`config.mk`:
```
export PLATFORM = sky130hd
export DESIGN_NAME = glyph_scanout_flat
export DESIGN_NICKNAME = d
export VERILOG_FILES = /design/src/rtl/display_pkg.sv /design/src/rtl/glyph_scanout_if.sv /design/src/rtl/vga_timing.sv /design/src/rtl/glyph_scanout.sv /design/src/flat_wrapper.sv
export SDC_FILE = /design/constraint.sdc
export NUM_CORES = 1
export LEC_CHECK = 0
export ABC_AREA = 1
export BUFFER_PORTS_ARGS = -buffer_cell sky130_fd_sc_hd__buf_2
export CAP_MARGIN = 10
export CORE_UTILIZATION = 59
export DETAILED_ROUTE_END_ITERATION = 7
export GPL_TIMING_DRIVEN = 0
export PLACE_DENSITY = 0.77
export SETUP_SLACK_MARGIN = 0.05
export SLEW_MARGIN = 10
export SYNTH_ARGS = -nofsm -noshare
export SYNTH_HDL_FRONTEND = slang
export SYNTH_SLANG_ARGS = --single-unit
```
`constraint.sdc`:
```
create_clock -name clock -period 2.35 [get_ports clock]
set_clock_uncertainty 0.15 [all_clocks]
set_input_delay 0.1175 -clock clock [delete_from_list [all_inputs] [get_ports clock]]
set_output_delay 0.1175 -clock clock [all_outputs]
set_load 0.005 [all_outputs]
```
`src/rtl/display_pkg.sv`:
```
// Shared 640x480@60 raster timing, glyph geometry and colour type for the glyph scanout block.
package display_pkg;

    localparam int H_VISIBLE = 640;
    localparam int H_FRONT   = 16;
    localparam int H_SYNC    = 96;
    localparam int H_BACK    = 48;
    localparam int H_TOTAL   = H_VISIBLE + H_FRONT + H_SYNC + H_BACK;

    localparam int V_VISIBLE = 480;
    localparam int V_FRONT   = 10;
    localparam int V_SYNC    = 2;
    localparam int V_BACK    = 33;
    localparam int V_TOTAL   = V_VISIBLE + V_FRONT + V_SYNC + V_BACK;

    localparam int GLYPH_W    = 3;
    localparam int GLYPH_H    = 5;
    localparam int CELLS_W    = 7;
    localparam int GLYPH_BITS = GLYPH_W * GLYPH_H;
    localparam int FB_BITS    = 2 * GLYPH_BITS;

    typedef logic [11:0]        colour_t;
    typedef logic [9:0]         hcount_t;
    typedef logic [9:0]         vcount_t;
    typedef logic [FB_BITS-1:0] framebuffer_t;

    // Glyph bits are row-major from the top row, MSB first within each row.
    function automatic logic [GLYPH_W-1:0] glyph_row(input logic [GLYPH_BITS-1:0] glyph,
                                                     input logic [2:0]            row);
        case (row)
            3'd0:    glyph_row = glyph[14:12];
            3'd1:    glyph_row = glyph[11:9];
            3'd2:    glyph_row = glyph[8:6];
            3'd3:    glyph_row = glyph[5:3];
            default: glyph_row = glyph[2:0];
        endcase
    endfunction

endpackage

```
`src/rtl/glyph_scanout_if.sv`:
```
// Framebuffer load port and VGA output bundle of the glyph scanout block.
interface glyph_scanout_if;

    logic [29:0] framebuffer;
    logic        load;
    logic        hsync;
    logic        vsync;
    logic [3:0]  vga_r;
    logic [3:0]  vga_g;
    logic [3:0]  vga_b;
    logic        frame_start;

    modport master (
        output framebuffer, load,
        input  hsync, vsync, vga_r, vga_g, vga_b, frame_start
    );

    modport slave (
        input  framebuffer, load,
        output hsync, vsync, vga_r, vga_g, vga_b, frame_start
    );

endinterface

```
`src/rtl/vga_timing.sv`:
```
// 640x480@60 raster counters with registered active-low syncs and a visible-area flag.
module vga_timing
    import display_pkg::*;
(
    input  logic    clock,
    input  logic    reset_n,
    output hcount_t h_cnt,
    output vcount_t v_cnt,
    output logic    line_end,
    output logic    frame_end,
    output logic    visible,
    output logic    hsync,
    output logic    vsync
);

    localparam hcount_t H_LAST   = hcount_t'(H_TOTAL - 1);
    localparam vcount_t V_LAST   = vcount_t'(V_TOTAL - 1);
    localparam hcount_t H_VIS    = hcount_t'(H_VISIBLE);
    localparam vcount_t V_VIS    = vcount_t'(V_VISIBLE);
    localparam hcount_t HS_FIRST = hcount_t'(H_VISIBLE + H_FRONT);
    localparam hcount_t HS_LAST  = hcount_t'(H_VISIBLE + H_FRONT + H_SYNC - 1);
    localparam vcount_t VS_FIRST = vcount_t'(V_VISIBLE + V_FRONT);
    localparam vcount_t VS_LAST  = vcount_t'(V_VISIBLE + V_FRONT + V_SYNC - 1);

    assign line_end  = (h_cnt == H_LAST);
    assign frame_end = line_end && (v_cnt == V_LAST);
    assign visible   = (h_cnt < H_VIS) && (v_cnt < V_VIS);

    always_ff @(posedge clock or negedge reset_n) begin
        if (!reset_n) begin
            h_cnt <= '0;
            v_cnt <= '0;
            hsync <= 1'b1;
            vsync <= 1'b1;
        end else begin
            if (line_end) begin
                h_cnt <= '0;
                v_cnt <= (v_cnt == V_LAST) ? '0 : v_cnt + 1'b1;
            end else begin
                h_cnt <= h_cnt + 1'b1;
            end
            // Syncs reflect the counter state of this cycle, one clock later.
            hsync <= !((h_cnt >= HS_FIRST) && (h_cnt <= HS_LAST));
            vsync <= !((v_cnt >= VS_FIRST) && (v_cnt <= VS_LAST));
        end
    end

endmodule

```
`src/rtl/glyph_scanout.sv`:
```
// Two 3x5 glyphs scaled onto a 640x480 VGA raster from a double-buffered framebuffer.
// Define GLYPH_SCANOUT_BORDER_EN to add a 1-pixel FG border around the glyph area.
module glyph_scanout
    import display_pkg::*;
#(
    parameter int      SCALE = 16,
    parameter int      X0    = 264,
    parameter int      Y0    = 200,
    parameter colour_t FG    = 12'hFFF,
    parameter colour_t BG    = 12'h000
) (
    input  logic           clock,
    input  logic           reset_n,
    glyph_scanout_if.slave bus
);

    typedef logic [4:0] sub_t;
    typedef logic [2:0] cell_t;

    localparam sub_t    SUB_LAST    = sub_t'(SCALE - 1);
    localparam cell_t   X_CELL_LAST = cell_t'(CELLS_W - 1);
    localparam cell_t   Y_CELL_LAST = cell_t'(GLYPH_H - 1);
    localparam hcount_t X_PRE       = (X0 == 0) ? hcount_t'(H_TOTAL - 1) : hcount_t'(X0 - 1);
    localparam vcount_t Y_PRE       = (Y0 == 0) ? vcount_t'(V_TOTAL - 1) : vcount_t'(Y0 - 1);
    localparam vcount_t V_COPY      = vcount_t'(V_VISIBLE);

    hcount_t h_cnt;
    vcount_t v_cnt;
    logic    line_end;
    logic    frame_end;
    logic    visible;
    logic    hsync;
    logic    vsync;

    vga_timing u_timing (
        .clock     (clock),
        .reset_n   (reset_n),
        .h_cnt     (h_cnt),
        .v_cnt     (v_cnt),
        .line_end  (line_end),
        .frame_end (frame_end),
        .visible   (visible),
        .hsync     (hsync),
        .vsync     (vsync)
    );

    framebuffer_t pending;
    framebuffer_t active;
    logic         copy;

    assign copy = (h_cnt == '0) && (v_cnt == V_COPY);

    always_ff @(posedge clock or negedge reset_n) begin
        if (!reset_n) begin
            pending <= '0;
            active  <= '0;
        end else begin
            if (bus.load) begin
                pending <= bus.framebuffer;
            end
            // A load on the copy cycle bypasses pending so it is not lost for a frame.
            if (copy) begin
                active <= bus.load ? bus.framebuffer : pending;
            end
        end
    end

    logic  x_act;
    sub_t  x_sub;
    cell_t x_cell;

    always_ff @(posedge clock or negedge reset_n) begin
        if (!reset_n) begin
            x_act  <= (X0 == 0);
            x_sub  <= '0;
            x_cell <= '0;
        end else if (h_cnt == X_PRE) begin
            x_act  <= 1'b1;
            x_sub  <= '0;
            x_cell <= '0;
        end else if (line_end) begin
            // Area running past the right edge stops here instead of wrapping.
            x_act <= 1'b0;
        end else if (x_act) begin
            if (x_sub == SUB_LAST) begin
                x_sub <= '0;
                if (x_cell == X_CELL_LAST) begin
                    x_act <= 1'b0;
                end else begin
                    x_cell <= x_cell + 1'b1;
                end
            end else begin
                x_sub <= x_sub + 1'b1;
            end
        end
    end

    logic  y_act;
    sub_t  y_sub;
    cell_t y_cell;

    always_ff @(posedge clock or negedge reset_n) begin
        if (!reset_n) begin
            y_act  <= (Y0 == 0);
            y_sub  <= '0;
            y_cell <= '0;
        end else if (line_end) begin
            if (v_cnt == Y_PRE) begin
                y_act  <= 1'b1;
                y_sub  <= '0;
                y_cell <= '0;
            end else if (frame_end) begin
                y_act <= 1'b0;
            end else if (y_act) begin
                if (y_sub == SUB_LAST) begin
                    y_sub <= '0;
                    if (y_cell == Y_CELL_LAST) begin
                        y_act <= 1'b0;
                    end else begin
                        y_cell <= y_cell + 1'b1;
                    end
                end else begin
                    y_sub <= y_sub + 1'b1;
                end
            end
        end
    end

    logic [GLYPH_BITS-1:0] glyph;
    logic [GLYPH_W-1:0]    row_bits;
    logic                  lit;

    always_comb begin
        glyph    = (x_cell < 3'd4) ? active[FB_BITS-1 -: GLYPH_BITS] : active[GLYPH_BITS-1:0];
        row_bits = glyph_row(glyph, y_cell);
        lit      = 1'b0;
        if (x_act && y_act) begin
            case (x_cell)
                3'd0, 3'd4: lit = row_bits[2];
                3'd1, 3'd5: lit = row_bits[1];
                3'd2, 3'd6: lit = row_bits[0];
                default:    lit = 1'b0;
            endcase
        end
    end

    logic pixel_on;

`ifdef GLYPH_SCANOUT_BORDER_EN
    localparam int BX_L = X0 - 1;
    localparam int BX_R = X0 + CELLS_W * SCALE;
    localparam int BY_T = Y0 - 1;
    localparam int BY_B = Y0 + GLYPH_H * SCALE;

    logic on_border;

    always_comb begin
        on_border = 1'b0;
        if ((int'(h_cnt) == BX_L || int'(h_cnt) == BX_R) &&
            int'(v_cnt) >= BY_T && int'(v_cnt) <= BY_B) begin
            on_border = 1'b1;
        end
        if ((int'(v_cnt) == BY_T || int'(v_cnt) == BY_B) &&
            int'(h_cnt) >= BX_L && int'(h_cnt) <= BX_R) begin
            on_border = 1'b1;
        end
    end

    assign pixel_on = lit || on_border;
`else
    assign pixel_on = lit;
`endif

    colour_t colour;
    logic    frame_start;

    always_ff @(posedge clock or negedge reset_n) begin
        if (!reset_n) begin
            colour      <= '0;
            frame_start <= 1'b0;
        end else begin
            frame_start <= (h_cnt == '0) && (v_cnt == '0);
            if (!visible) begin
                colour <= '0;
            end else if (pixel_on) begin
                colour <= FG;
            end else begin
                colour <= BG;
            end
        end
    end

    assign bus.hsync       = hsync;
    assign bus.vsync       = vsync;
    assign bus.vga_r       = colour[11:8];
    assign bus.vga_g       = colour[7:4];
    assign bus.vga_b       = colour[3:0];
    assign bus.frame_start = frame_start;

endmodule
```
`src/flat_wrapper.sv`:
```
// flat-port wrapper written by rule: the top's interface ports become plain ports
module glyph_scanout_flat import display_pkg::*;
#(
    parameter int      SCALE = 16,
    parameter int      X0    = 264,
    parameter int      Y0    = 200,
    parameter colour_t FG    = 12'hFFF,
    parameter colour_t BG    = 12'h000
)
  (clock, reset_n, bus_framebuffer, bus_load, bus_hsync, bus_vsync, bus_vga_r, bus_vga_g, bus_vga_b, bus_frame_start);
  glyph_scanout_if bus_i ();
  input  logic clock;
  input  logic reset_n;
  input wire logic [$bits(bus_i.framebuffer)-1:0] bus_framebuffer;
  input wire logic [$bits(bus_i.load)-1:0] bus_load;
  output wire logic [$bits(bus_i.hsync)-1:0] bus_hsync;
  output wire logic [$bits(bus_i.vsync)-1:0] bus_vsync;
  output wire logic [$bits(bus_i.vga_r)-1:0] bus_vga_r;
  output wire logic [$bits(bus_i.vga_g)-1:0] bus_vga_g;
  output wire logic [$bits(bus_i.vga_b)-1:0] bus_vga_b;
  output wire logic [$bits(bus_i.frame_start)-1:0] bus_frame_start;
  assign bus_i.framebuffer = bus_framebuffer;
  assign bus_i.load = bus_load;
  assign bus_hsync = bus_i.hsync;
  assign bus_vsync = bus_i.vsync;
  assign bus_vga_r = bus_i.vga_r;
  assign bus_vga_g = bus_i.vga_g;
  assign bus_vga_b = bus_i.vga_b;
  assign bus_frame_start = bus_i.frame_start;
  glyph_scanout #(.SCALE(SCALE), .X0(X0), .Y0(Y0), .FG(FG), .BG(BG)) u_core (.clock(clock), .reset_n(reset_n), .bus(bus_i));
endmodule
```
After elaboration in Yosys (flattened, before gate mapping)
Cells that the tools add are included.
{"block": "totals", "mem_bits_rw": 0, "latchBits": 0, "elab_cells": 108, "input_bits": 33, "n_memories": 0, "register_bits": 113, "mem_bits_ro": 0}
{"block": "op_classes", "mul": 0, "mux": 37, "n_reduce_logical": 24, "shifts": 0, "add_sub_neg": 6, "n_bitwise": 0, "n_div": 0, "n_eq_ne": 20, "order_cmp": 7}
{"operator": "5-bit 2-to-1 mux", "n": 8}
{"operator": "3-bit 2-to-1 mux", "n": 10}
{"operator": "30-bit 2-to-1 mux", "n": 1}
{"operator": "12-bit 2-to-1 mux", "n": 2}
{"operator": "10-bit by 1-bit adder with 10-bit output, second input constant", "n": 2}
{"operator": "10-bit == test, second input constant", "n": 2}
{"operator": "10-bit by 9-bit == test with 1-bit output, second input constant", "n": 2}
{"operator": "10-bit zero test", "n": 2}
{"operator": "10-bit 2-to-1 mux", "n": 2}
{"operator": "15-bit 2-to-1 mux", "n": 1}
{"operator": "3-bit == test, second input constant", "n": 4}
{"operator": "3-bit case mux with 4 select lines", "n": 1}
{"operator": "1-bit 2-to-1 mux", "n": 11}
{"operator": "5-bit by 1-bit adder with 5-bit output, second input constant", "n": 2}
{"operator": "10-bit by 8-bit == test with 1-bit output, second input constant", "n": 1}
{"operator": "5-bit by 4-bit == test with 1-bit output, second input constant", "n": 2}
{"operator": "10-bit greater-or-equal comparator, second input constant", "n": 1}
{"operator": "10-bit by 9-bit greater-or-equal comparator with 1-bit output, second input constant", "n": 1}
{"operator": "10-bit <= comparator, second input constant", "n": 1}
{"operator": "10-bit by 9-bit <= comparator with 1-bit output, second input constant", "n": 1}
{"operator": "10-bit less-than comparator, second input constant", "n": 1}
{"operator": "10-bit by 9-bit less-than comparator with 1-bit output, second input constant", "n": 1}
{"operator": "3-bit by 2-bit == test with 1-bit output, second input constant", "n": 3}
{"operator": "2-bit nonzero test", "n": 4}
{"operator": "14 further kinds", "n": 28}

Longest topological paths before layout
Gate-level depths: netlist of the first run.
{"block": "logic_depth", "ltp_word": 7, "ltp_mapped": 13}

Cells and area by module
From an unflattened synthesis of the first run, not the netlist that was laid out.
{"block": "hier_totals", "hier_cells": 669, "area_unflattened_um2": 5275.1}
{"mod": "glyph_scanout", "cells_per_inst": 507, "seq_area_each_um2": 2001.9, "area_each_um2": 3983.8, "instances": 1}
{"mod": "vga_timing", "cells_per_inst": 162, "seq_area_each_um2": 553.0, "area_each_um2": 1291.2, "instances": 1}

Worst setup path before layout of the first run
OpenSTA, ideal clock, no wires.
{"block": "synth_timing", "kind": "reg-to-reg", "start": "register u_core.u_timing.h_cnt[0]", "end": "register u_core.u_timing.v_cnt[7]", "path_stages_with_launch": 9, "n_path_buf": 1, "t_arrival_ns": 1.391, "slack_ns": 0.686, "cell_sequence": "dfrtp_1 ha_1 nand2_2 nor2_4 nand2_2 nor3_4 buf_4 nand4_1 xor2_1"}
{"block": "synth_between", "elab_chain_cells": 1}
{"element": "from (decl)", "line_no": "vga_timing.sv:7", "text": "output hcount_t h_cnt,"}
{"element": "from (signal assigned)", "line_no": "vga_timing.sv:40", "text": "h_cnt <= h_cnt + 1'b1;"}
{"element": "10-bit == test", "line_no": "vga_timing.sv:25", "text": "assign line_end = (h_cnt == H_LAST);"}
{"element": "to (signal assigned)", "line_no": "vga_timing.sv:38", "text": "v_cnt <= (v_cnt == V_LAST) ? '0 : v_cnt + 1'b1;"}
{"element": "to (decl)", "line_no": "vga_timing.sv:8", "text": "output vcount_t v_cnt,"}
No other way between the ends.
A chain may end at the register's enable or synchronous reset.

Worst setup path in the final report of the first run
{"block": "layout_timing", "start": "register u_core.u_timing.v_cnt[0]", "end": "register u_core.y_cell[2]"}
{"block": "layout_between", "elab_chain_cells": 4, "word_cells_on_any_way": 9, "cone_classes": "4 x eq/ne; 1 x mux; 4 x reduce/logical"}
{"element": "10-bit == test", "line_no": "vga_timing.sv:26", "text": "assign frame_end = line_end && (v_cnt == V_LAST);"}
{"element": "1-bit logical AND", "line_no": "vga_timing.sv:26"}
{"element": "2-bit inequality test (no source line)"}
{"element": "5-bit AND reduction (no source line)"}
{"element": "to (signal assigned)", "line_no": "glyph_scanout.sv:120", "text": "y_cell <= y_cell + 1'b1;"}
{"element": "to (decl)", "line_no": "glyph_scanout.sv:100", "text": "cell_t y_cell;"}
Several ways; a longest one is shown, not always the timed one.

==> results of run 1 <==
how the worst max path moves through the flow:
stage,startpoint,endpoint,slack [ns],cells after the start
floorplan,u_core.u_timing.h_cnt[0]$_DFF_PN0_,u_core.u_timing.v_cnt[7]$_DFFE_PN0N_,0.69,8
global placement,reset_n,u_core.u_timing.v_cnt[9]$_DFFE_PN0N_,-0.0008,1
detailed placement,u_core.u_timing.v_cnt[0]$_DFFE_PN0N_,u_core.y_cell[2]$_DFFE_PN0P_,0.46,10
CTS,u_core.u_timing.v_cnt[0]$_DFFE_PN0N_,u_core.y_cell[2]$_DFFE_PN0P_,0.42,10
global route,u_core.u_timing.v_cnt[0]$_DFFE_PN0N_,u_core.y_cell[0]$_DFFE_PN0P_,0.27,10
finish,u_core.u_timing.v_cnt[0]$_DFFE_PN0N_,u_core.y_cell[2]$_DFFE_PN0P_,0.42,10
per-stage QoR:
step	setup TNS [ns]	area (um2)	cells	util, %
6_report	0	6060	854	73.0
3_3_place_gp	-0.00410	5500	806	66.3
3_5_place_dp	0	5520	807	66.5
4_1_cts	0	6060	854	73.0
2_1_floorplan	0	5130	654	-
5_1_grt	0	6060	854	73.0
report_power, final:
| group | switching (mW) | internal [mW] | total, mW |
|---|---|---|---|
| clock network | 0.626 | 0.615 | 1.24 |
| logic | 0.105 | 0.0794 | 0.184 |
| registers | 0.0124 | 1.80 | 1.81 |
| total | 0.744 | 2.49 | 3.24 |
layer usage:
layer | share of wire (%) | track usage, % | vias to the layer above
met2 | 47 | 44.3 | 122
met3 | 5.1 | 4.31 | 13
met5 | 0 | 0 | -
met1 | 47 | 36.3 | 2025
li1 | - | - | 2222
met4 | 1.2 | 6.57 | 0
synth_stat cells (all sizes together) (2+ instances only):
master,n
dfstp,2
clkbuf,5
nand4,13
dfrtp,100
nand2,274
nand3,62
a21oi,8
nor2,35
xor2,8
and3,3
or2,2
inv,64
buf,26
o21ai,19
nor3,12
ha,15
area by class of cell:
class                   count  area (um2)
flip-flops and latches    102        2550
fillers                   619        2240
multi-input cells         457        2150
repair buffers             79         568
inverters                  64         240
plain buffers              31         184
well taps                 105         131
clock buffers               9         124
clock inverters             7         105
flip-flops by register name, indices dropped and copies added, names as in the netlist, 3 cells and up:
register               flops
u_core.y_sub               5
u_core.u_timing.h_cnt     10
u_core.y_cell              3
u_core.x_cell              3
u_core.pending            30
u_core.active             30
u_core.x_sub               5
u_core.u_timing.v_cnt     10
kinds of logic after synthesis:
logic type | after synthesis
flip-flops | 102
adder cells (fa/ha/maj) | 15
AND/OR/NAND/NOR | 403
AO/OA/AOI/OAI | 31
XOR/XNOR | 8
buffers and inverters | 95
critical path, delay by kind of cell (launching register included):
| kind | cells | cell delay, ns |
|---|---|---|
| DFF | 1 | 0.43 |
| and+or+nand+nor | 8 | 0.92 |
| adders and majority gates | 1 | 0.21 |
| buffers and inverters | 1 | 0.09 |
repair_timing:
item | in CTS | in global routing
hold buffers | 31 | 0
resized for setup | 0 | 0
endpoints found under the hold margin | 114 | 0
==> impl_metrics.toml, run 1 <==
[setup_path]
critical_path_class = "reg2reg"
required_ns = 2.45
cp-end-kind = "flip-flop"
cp-start-kind = "flip-flop"
reg2reg_to = "u_core.y_cell[2]$_DFFE_PN0P_"
max_stage_delay_ns = 0.43
r2r_start = "u_core.u_timing.v_cnt[0]$_DFFE_PN0N_"
cp_cell_sequence = "ha_1 > nand2_1 > inv_2 > nand3_1 > nor3_2 > nand2_2 > nand2_4 > nand2_2 > nand2_1 > nand2_1"
slowest_stage = "dfrtp_1"
rrSetupSlack_ns = 0.42
crit_top_cell = "nand2_1"
arrival_ns = 2.03
r2r_cells = 10
cp_max_fo = 8

[global_routing]
grt_use_total_pct = 26.6
gr-total-overflow = 0
grt_pass1_wl_um = 18600
grt_max_degree = 60
antenna_found_initial = 0
grt_pass1_vias = 4217

[placed_design]
dp_slack_ns = 0.458
hpwl_um = 7690
gp_congestion = 0.935
numPortBuffers = 47

[synthesis]
synth_edf_count = 0
synth.area.top_cells = "dfrtp_1, nand2_1, nand3_1"
synth_seq_cells = 102
yosysTopAreaCellShare_pct = 48.8
ys_seq_area_share_pct = 49.8
synth-compound-area-share_pct = 3.22
synth.avg_cell_area_um2 = 7.85
syn_nets = 702
synth_fa_ha_area_share_pct = 3.66
syn_inst = 654
synth_top_family_by_area = "simple AND/OR/NAND/NOR gates"
synth_cell_types = 33
async_flop_share_pct = 100
yosys_warnings = 0
yosys.area.top_type = "dfrtp_1"
synthMuxAreaShare_pct = 0
yosys.area_share.simple_pct = 33.7
syn_area_um2 = 5130
yosys.area_share.xor_xnor_pct = 1.37
ys.flop_type = "dfrtp_1"

[clock_network]
cts-root-buf = "clkbuf_8"
post_cts_buffers = 0
cts_buffer_depth = 2
clock_latency_ns = 0.36
cts.clk_slew.worst_paths_ns = 0.10
clkSinkCount = 102
htreeDepth = 3
cts_buffers = 9
cts_tree = "built"

[timing]
timing.fmax_mhz = 519
holdWs_ns = 0.134
min_period_ns = 1.93
relSlewSlack_pct = 50.0
maxSlewViolCount = 0
setup_violations = 0
post-route-period-util_pct = 82.1
hold_violations = 0
worst_slew_pin_slew_ns = 0.749
postLayoutSetupSlackWorst_ns = 0.422
rsz0062_at_grt = "no"

[die]
die_h_um = 95.3
start_util_pct = 61.8
ios = 48
core_um2 = 8300
fp.dieArea_um2 = 9080
die_w_um = 95.3
row_count = 33

[drt]
drt_iter0_markers = 228
drt-vias-per-instance = 5.13
drc = 0
wl_per_cell_um = 12.6
num_vias = 4382
first_pass_iters = 5
wirelength_um = 10800
ant_nets = 0

[finish]
area_growth_syn_to_layout_pct = 18.1
antenna_cells = 0
final_cell_mix = "nand2_1, dfrtp_1, nand3_1, buf_2, inv_1"
final_common_cell = "nand2_1"
final_nets = 792
layout-drive-gt1-share_pct = 15.6

[power]
irDropWorstVdd_v = 0.000469
p_leak_nw = 3.26
finalPower_mw = 3.24
powerDensity_nw_per_um2 = 534

[min_path]
whs_path_depth = 4
hp-class = "in2reg"
min_to = "u_core.pending[1]$_DFF_PN0_"
worstHoldStart = "bus_load"

[outcome]
outcome = "complete, no violations"

[flow_run]
cap_violations = 0
(Power assumes the default switching activity.)
==> run 2: changes to the inputs <==
==> constraint.sdc (replaced) <==
create_clock -name clock -period 2 [get_ports clock]
set_clock_uncertainty 0.15 [all_clocks]
set_input_delay 0.1 -clock clock [delete_from_list [all_inputs] [get_ports clock]]
set_output_delay 0.1 -clock clock [all_outputs]
set_load 0.005 [all_outputs]
==> impl_metrics.toml, run 2 (synthesis results as in run 1) <==
[setup_path]
slowest_stage = "dfrtp_1"
max_stage_delay_ns = 0.40
cp_cell_sequence = "ha_2 > nand2_2 > nor2_4 > nand2_2 > nor3_4 > buf_6 > nand3_4 > nand2_8 > nand2_4 > nand2_2 > nand2_1"
crit_top_cell = "nand2_2"
arrival_ns = 2.01
cp-end-kind = "flip-flop"
required_ns = 2.10
cp-start-kind = "flip-flop"
cp_max_fo = 8
critical_path_class = "reg2reg"
rrSetupSlack_ns = 0.09

[flow_run]
cap_violations = 0

[die]
die_w_um = 95.3
row_count = 33
start_util_pct = 61.8
ios = 48
core_um2 = 8300
fp.dieArea_um2 = 9080
die_h_um = 95.3

[clock_network]
cts-root-buf = "clkbuf_8"
cts_buffer_depth = 2
cts_tree = "built"
htreeDepth = 3
cts_buffers = 9
clock_latency_ns = 0.36
clkSinkCount = 102
cts.clk_slew.worst_paths_ns = 0.10

[finish]
layout-drive-gt1-share_pct = 17.9
final_nets = 801
multi_input_area_um2 = 2220
final_cell_mix = "nand2_1, dfrtp_1, nand3_1, inv_1, buf_2"
n_fill_cell = 591
finalNonFillerCells = 863
top_regs = "u_core.active (30), u_core.pending (30)"
area_growth_syn_to_layout_pct = 21.5
antenna_cells = 0
register_area_um2 = 2560
final_common_cell = "nand2_1"

[drt]
drc = 0
wirelength_um = 11300
drt_iter0_markers = 228
drt-vias-per-instance = 5.15
num_vias = 4447
first_pass_iters = 5
ant_nets = 0
wl_per_cell_um = 13.1

[global_routing]
grt_pass1_wl_um = 18600
antenna_found_initial = 0
grt_pass1_vias = 4217
grt_use_total_pct = 26.6
gr-total-overflow = 0
grt_max_degree = 60

[timing]
hold_violations = 0
relSlewSlack_pct = 50.4
setup_violations = 0
post-route-period-util_pct = 95.6
worst_slew_pin_slew_ns = 0.743
rsz0062_at_grt = "yes"
timing.fmax_mhz = 523
maxSlewViolCount = 0
min_period_ns = 1.91
holdWs_ns = 0.119

[power]
finalPower_mw = 3.80
irDropWorstVdd_v = 0.000552
powerDensity_nw_per_um2 = 610
p_leak_nw = 3.33

[placed_design]
hpwl_um = 7690
numPortBuffers = 47
gp_congestion = 0.935
dp_cells = 807

[outcome]
outcome = "complete, no violations"

[min_path]
hp-class = "in2reg"
## run 2: cell count changes in the layout (fill, tap and decap cells not counted), sizes merged
cell    previous run  this run
buf               74        81
clkbuf            14        16
## run 2: worst paths after layout
kind / from / to / depth (start not counted)
max in group asynchronous: reset_n / u_core.u_timing.vsync$_DFF_PN1_ / 3
hold reg to reg: u_core.pending[22]$_DFF_PN0_ / u_core.pending[22]$_DFF_PN0_ / 2
min in group asynchronous: reset_n / u_core.pending[11]$_DFF_PN0_ / 2
setup reg to reg: u_core.u_timing.h_cnt[0]$_DFF_PN0_ / u_core.y_cell[2]$_DFFE_PN0P_ / 11
hold / removal: bus_load / u_core.pending[1]$_DFF_PN0_ / 4
setup / recovery: u_core.u_timing.h_cnt[0]$_DFF_PN0_ / u_core.y_cell[2]$_DFFE_PN0P_ / 11
## run 2: metrics by stage
stage / area [um2] / worst slack (ns) / TNS (ns) / util (%)
after global placement: 5500 / -0.333 / -32.68 / 66.3
after detailed placement: 5520 / 0.108 / 0 / 66.5
after CTS: 6060 / 0.0709 / 0 / 73.0
after global routing: 6230 / -0.0244 / -0.0875 / 75.1
final: 6230 / 0.0880 / 0 / 75.1
after floorplan: 5130 / 0.336 / 0 / -
## run 2: final cells by class
cell class | instances | area share, %
Sequential cell | 102 | 41.0
Inverter | 64 | 3.85
Tap cell | 105 | 2.11
Clock inverter | 7 | 1.69
Clock buffer | 9 | 1.99
Timing Repair Buffer | 88 | 10.7
Buffer | 31 | 3.15
Multi-Input combinational cell | 457 | 35.5
## run 2: critical path: cells and delay by family, from the launching register on
kind,cells,cell delay (ns)
fa+ha+maj,1,0.20
buf+inv,1,0.15
flops,1,0.40
simple gates,9,0.89
## run 2: what timing repair did
action / 4_1_cts / 5_1_grt
buffers inserted: 0 / 7
hold buffers: 31 / 0
gates resized for setup: 0 / 24
endpoints found under the hold margin: 117 / 0
setup endpoints to repair: 0 / 46
## run 2: routing by layer
layer	wire length [um]	vias up	share of wire [%]	track usage, %
met2	5380	127	48	44.3
met1	5230	2064	46	36.3
met5	0	-	0	0
met3	531	13	4.7	4.31
met4	136	0	1.2	6.57
li1	-	2243	-	-
## run 2: where the power goes
group | total (mW) | switching [mW] | leakage, nW | internal (mW)
Sequential | 2.13 | 0.0146 | 1.19 | 2.11
Clock | 1.46 | 0.735 | 0.112 | 0.722
Combinational | 0.216 | 0.123 | 2.03 | 0.0933
==> run 3: changes to the inputs <==
--- a/config.mk
+++ b/config.mk
@@ -5,13 +5,12 @@
 export SDC_FILE = /design/constraint.sdc
 export NUM_CORES = 1
 export LEC_CHECK = 0
-export ABC_AREA = 1
 export BUFFER_PORTS_ARGS = -buffer_cell sky130_fd_sc_hd__buf_2
 export CAP_MARGIN = 10
 export CORE_UTILIZATION = 59
 export DETAILED_ROUTE_END_ITERATION = 7
 export GPL_TIMING_DRIVEN = 0
-export PLACE_DENSITY = 0.77
+export PLACE_DENSITY = 0.78
 export SETUP_SLACK_MARGIN = 0.05
 export SLEW_MARGIN = 10
 export SYNTH_ARGS = -nofsm -noshare
==> impl_metrics.toml, run 3 <==
[outcome]
outcome = "complete, but fails checks"
violations = "negative setup slack"

[setup_path]
required_ns = 2.11
arrival_ns = 2.30
cp_max_fo = 10
cp-end-kind = "flip-flop"
critical_path_class = "reg2reg"
cp-start-kind = "flip-flop"

[synthesis]
yosys.area.top_type = "dfrtp_1"
synth.area.top_cells = "dfrtp_1, mux2_2, mux2_1"
synth.avg_cell_area_um2 = 11.9
synth_most_common_cell = "dfrtp_1"
synth_cell_types = 50
synth_common_cells = "dfrtp_1, mux2_2, nand2_1"
ys.flop_type = "dfrtp_1"
synth_seq_cells = 102
async_flop_share_pct = 100
ys_seq_area_share_pct = 52.9
yosys_warnings = 0
syn_inst = 404
yosysTopAreaCellShare_pct = 51.9
synth_edf_count = 0
syn_area_um2 = 4830
syn_nets = 452

[clock_network]
clkSinkCount = 102
cts-root-buf = "clkbuf_8"
cts_buffer_depth = 2
clock_latency_ns = 0.38
cts_buffers = 9
cts.clk_slew.worst_paths_ns = 0.11
htreeDepth = 3
cts_tree = "built"

[die]
die_w_um = 92.4
fp.dieArea_um2 = 8550
core_um2 = 7810
ios = 48
row_count = 32
start_util_pct = 61.8
die_h_um = 92.4

[drt]
drt_iter0_markers = 197
drt-vias-per-instance = 5.63
ant_nets = 0
wl_per_cell_um = 17.8
drc = 0
wl_met3_um = 398
num_vias = 3605
routed.top_layer = "met4"
wl_met2_um = 5970
wirelength_um = 11400
first_pass_iters = 4
met1_length_um = 4760

[global_routing]
antenna_found_initial = 0
grt_pass1_wl_um = 17700
grt_pass1_vias = 3677
grt_use_total_pct = 27.1
grt_max_degree = 55
gr-total-overflow = 0

[timing]
postLayoutSetupSlackWorst_ns = -0.185
rsz0062_at_grt = "yes"
relSlewSlack_pct = 56.7
post-route-period-util_pct = 109
hold_violations = 0
worst_slew_pin_slew_ns = 0.650
timing.fmax_mhz = 458
min_period_ns = 2.18
setup_violations = 47
maxSlewViolCount = 0

[power]
p_leak_nw = 2.99
intPower_mw = 2.82
swShare_pct = 24.7
p_sw_uw = 926
finalPower_mw = 3.75
irDropWorstVdd_v = 0.000392
power_frac_comb_pct = 7.7
p_seq_share_pct = 58.3
clkPwrFrac_pct = 34.0
powerDensity_nw_per_um2 = 579

[finish]
area_growth_syn_to_layout_pct = 34.0
final_cell_mix = "dfrtp_1, buf_2, buf_4, mux2_2"
antenna_cells = 0
final_nets = 581
final_common_cell = "dfrtp_1"
top_regs = "u_core.active (30), u_core.pending (30)"
layout-drive-gt1-share_pct = 42.4

[min_path]
hp-class = "in2async"

[placed_design]
numPortBuffers = 46
gp_congestion = 0.871
hpwl_um = 6400
dp_slack_ns = -0.406

[flow_run]
cap_violations = 0
==> run 3: cell types whose count changed in the layout (fill, tap and decap cells not counted), sizes merged, moves of 9 or more <==
cell and change:
buf +25, inv -50, nand4 -9, mux2 +65, nand3 -46, nor2 -17
mux2i +12, nand2 -242
==> run 3: timing repair <==
action	4_1_cts	5_1_grt
pin swaps	11	7
buffers inserted	25	18
gates resized for setup	49	42
gates cloned	2	1
hold endpoints to repair	107	0
endpoints found under the setup margin	58	62
hold buffers	31	0
==> run 3: final cells by class <==
| type | instances | area [um2] |
|---|---|---|
| clock inverter | 6 | 53.8 |
| timing repair buffer | 123 | 1000 |
| buffer | 21 | 174 |
| clock buffer | 10 | 138 |
| fill | 387 | 1340 |
| sequential | 102 | 2560 |
| multi-input combinational | 262 | 2360 |
| inverter | 14 | 52.6 |
| tap | 102 | 128 |
==> run 3: critical path, cell delays in order, from the launching register on <==
cell	delay, ns
dfrtp_2	0.44
or4_4	0.53
nor3_4	0.19
nand3_4	0.20
buf_6	0.22
mux2_1	0.33
==> run 3: metrics by stage <==
stage / TNS (ns) / instances / utilization, % / area (um2) / hold WS, ns
floorplan: -2.24 / 404 / - / 4890 / -0.346
detailed placement: -10.53 / 553 / 67.6 / 5280 / 0.0159
global route: -8.65 / 640 / 82.8 / 6470 / 0.189
CTS: -7.55 / 624 / 78.9 / 6160 / 0.154
global placement: -40.73 / 552 / 67.2 / 5250 / 0.196
finish: -5.91 / 640 / 82.8 / 6470 / 0.135
==> run 3: logic make-up (layout without fill, tap and decap cells) <==
logic type / count (synthesis) / in the layout / share of synthesized area (%)
AOI/OAI and AO/OA: 44 / 44 / 5.68
xor gates and xnor gates: 13 / 13 / 2.36
adders and majority gates: 15 / 15 / 3.89
buffers and inverters: 40 / 174 / 4.20
DFF: 102 / 102 / 52.9
muxes: 77 / 77 / 17.7
and+or+nand+nor: 113 / 113 / 13.3
==> run 3: worst paths after layout <==
check                      cells past startpoint  slack [ns]                              end                          startpoint
setup / recovery                               5       -0.18     u_core.active[8]$_DFFE_PN0P_  u_core.u_timing.h_cnt[4]$_DFF_PN0_
max in group asynchronous                      3        0.84  u_core.u_timing.hsync$_DFF_PN1_                             reset_n
min in group clock                             2        0.17      u_core.pending[8]$_DFF_PN0_                            bus_load
hold / removal                                 2        0.14      u_core.pending[2]$_DFF_PN0_                             reset_n
setup reg to reg                               5       -0.18     u_core.active[8]$_DFFE_PN0P_  u_core.u_timing.h_cnt[4]$_DFF_PN0_
hold reg to reg                                1        0.35      u_core.y_sub[4]$_DFFE_PN0P_         u_core.y_sub[4]$_DFFE_PN0P_
==> run 3: power groups by stage <==
stage | registers, mW | clock network (mW) | logic, mW
2_1_floorplan | 2.21 | 0 | 0.113
3_3_place_gp | 2.22 | 0 | 0.201
3_5_place_dp | 2.22 | 0 | 0.218
4_1_cts | 2.18 | 1.28 | 0.276
5_1_grt | 2.19 | 1.36 | 0.315
6_report | 2.19 | 1.27 | 0.287
==> run 3: per-layer routing <==
layer  vias to the layer above  track usage, %
met5                         -               0
met4                         0            12.4
met3                        18            4.02
met2                        94            47.0
met1                      1812            33.2
li1                       1681               -
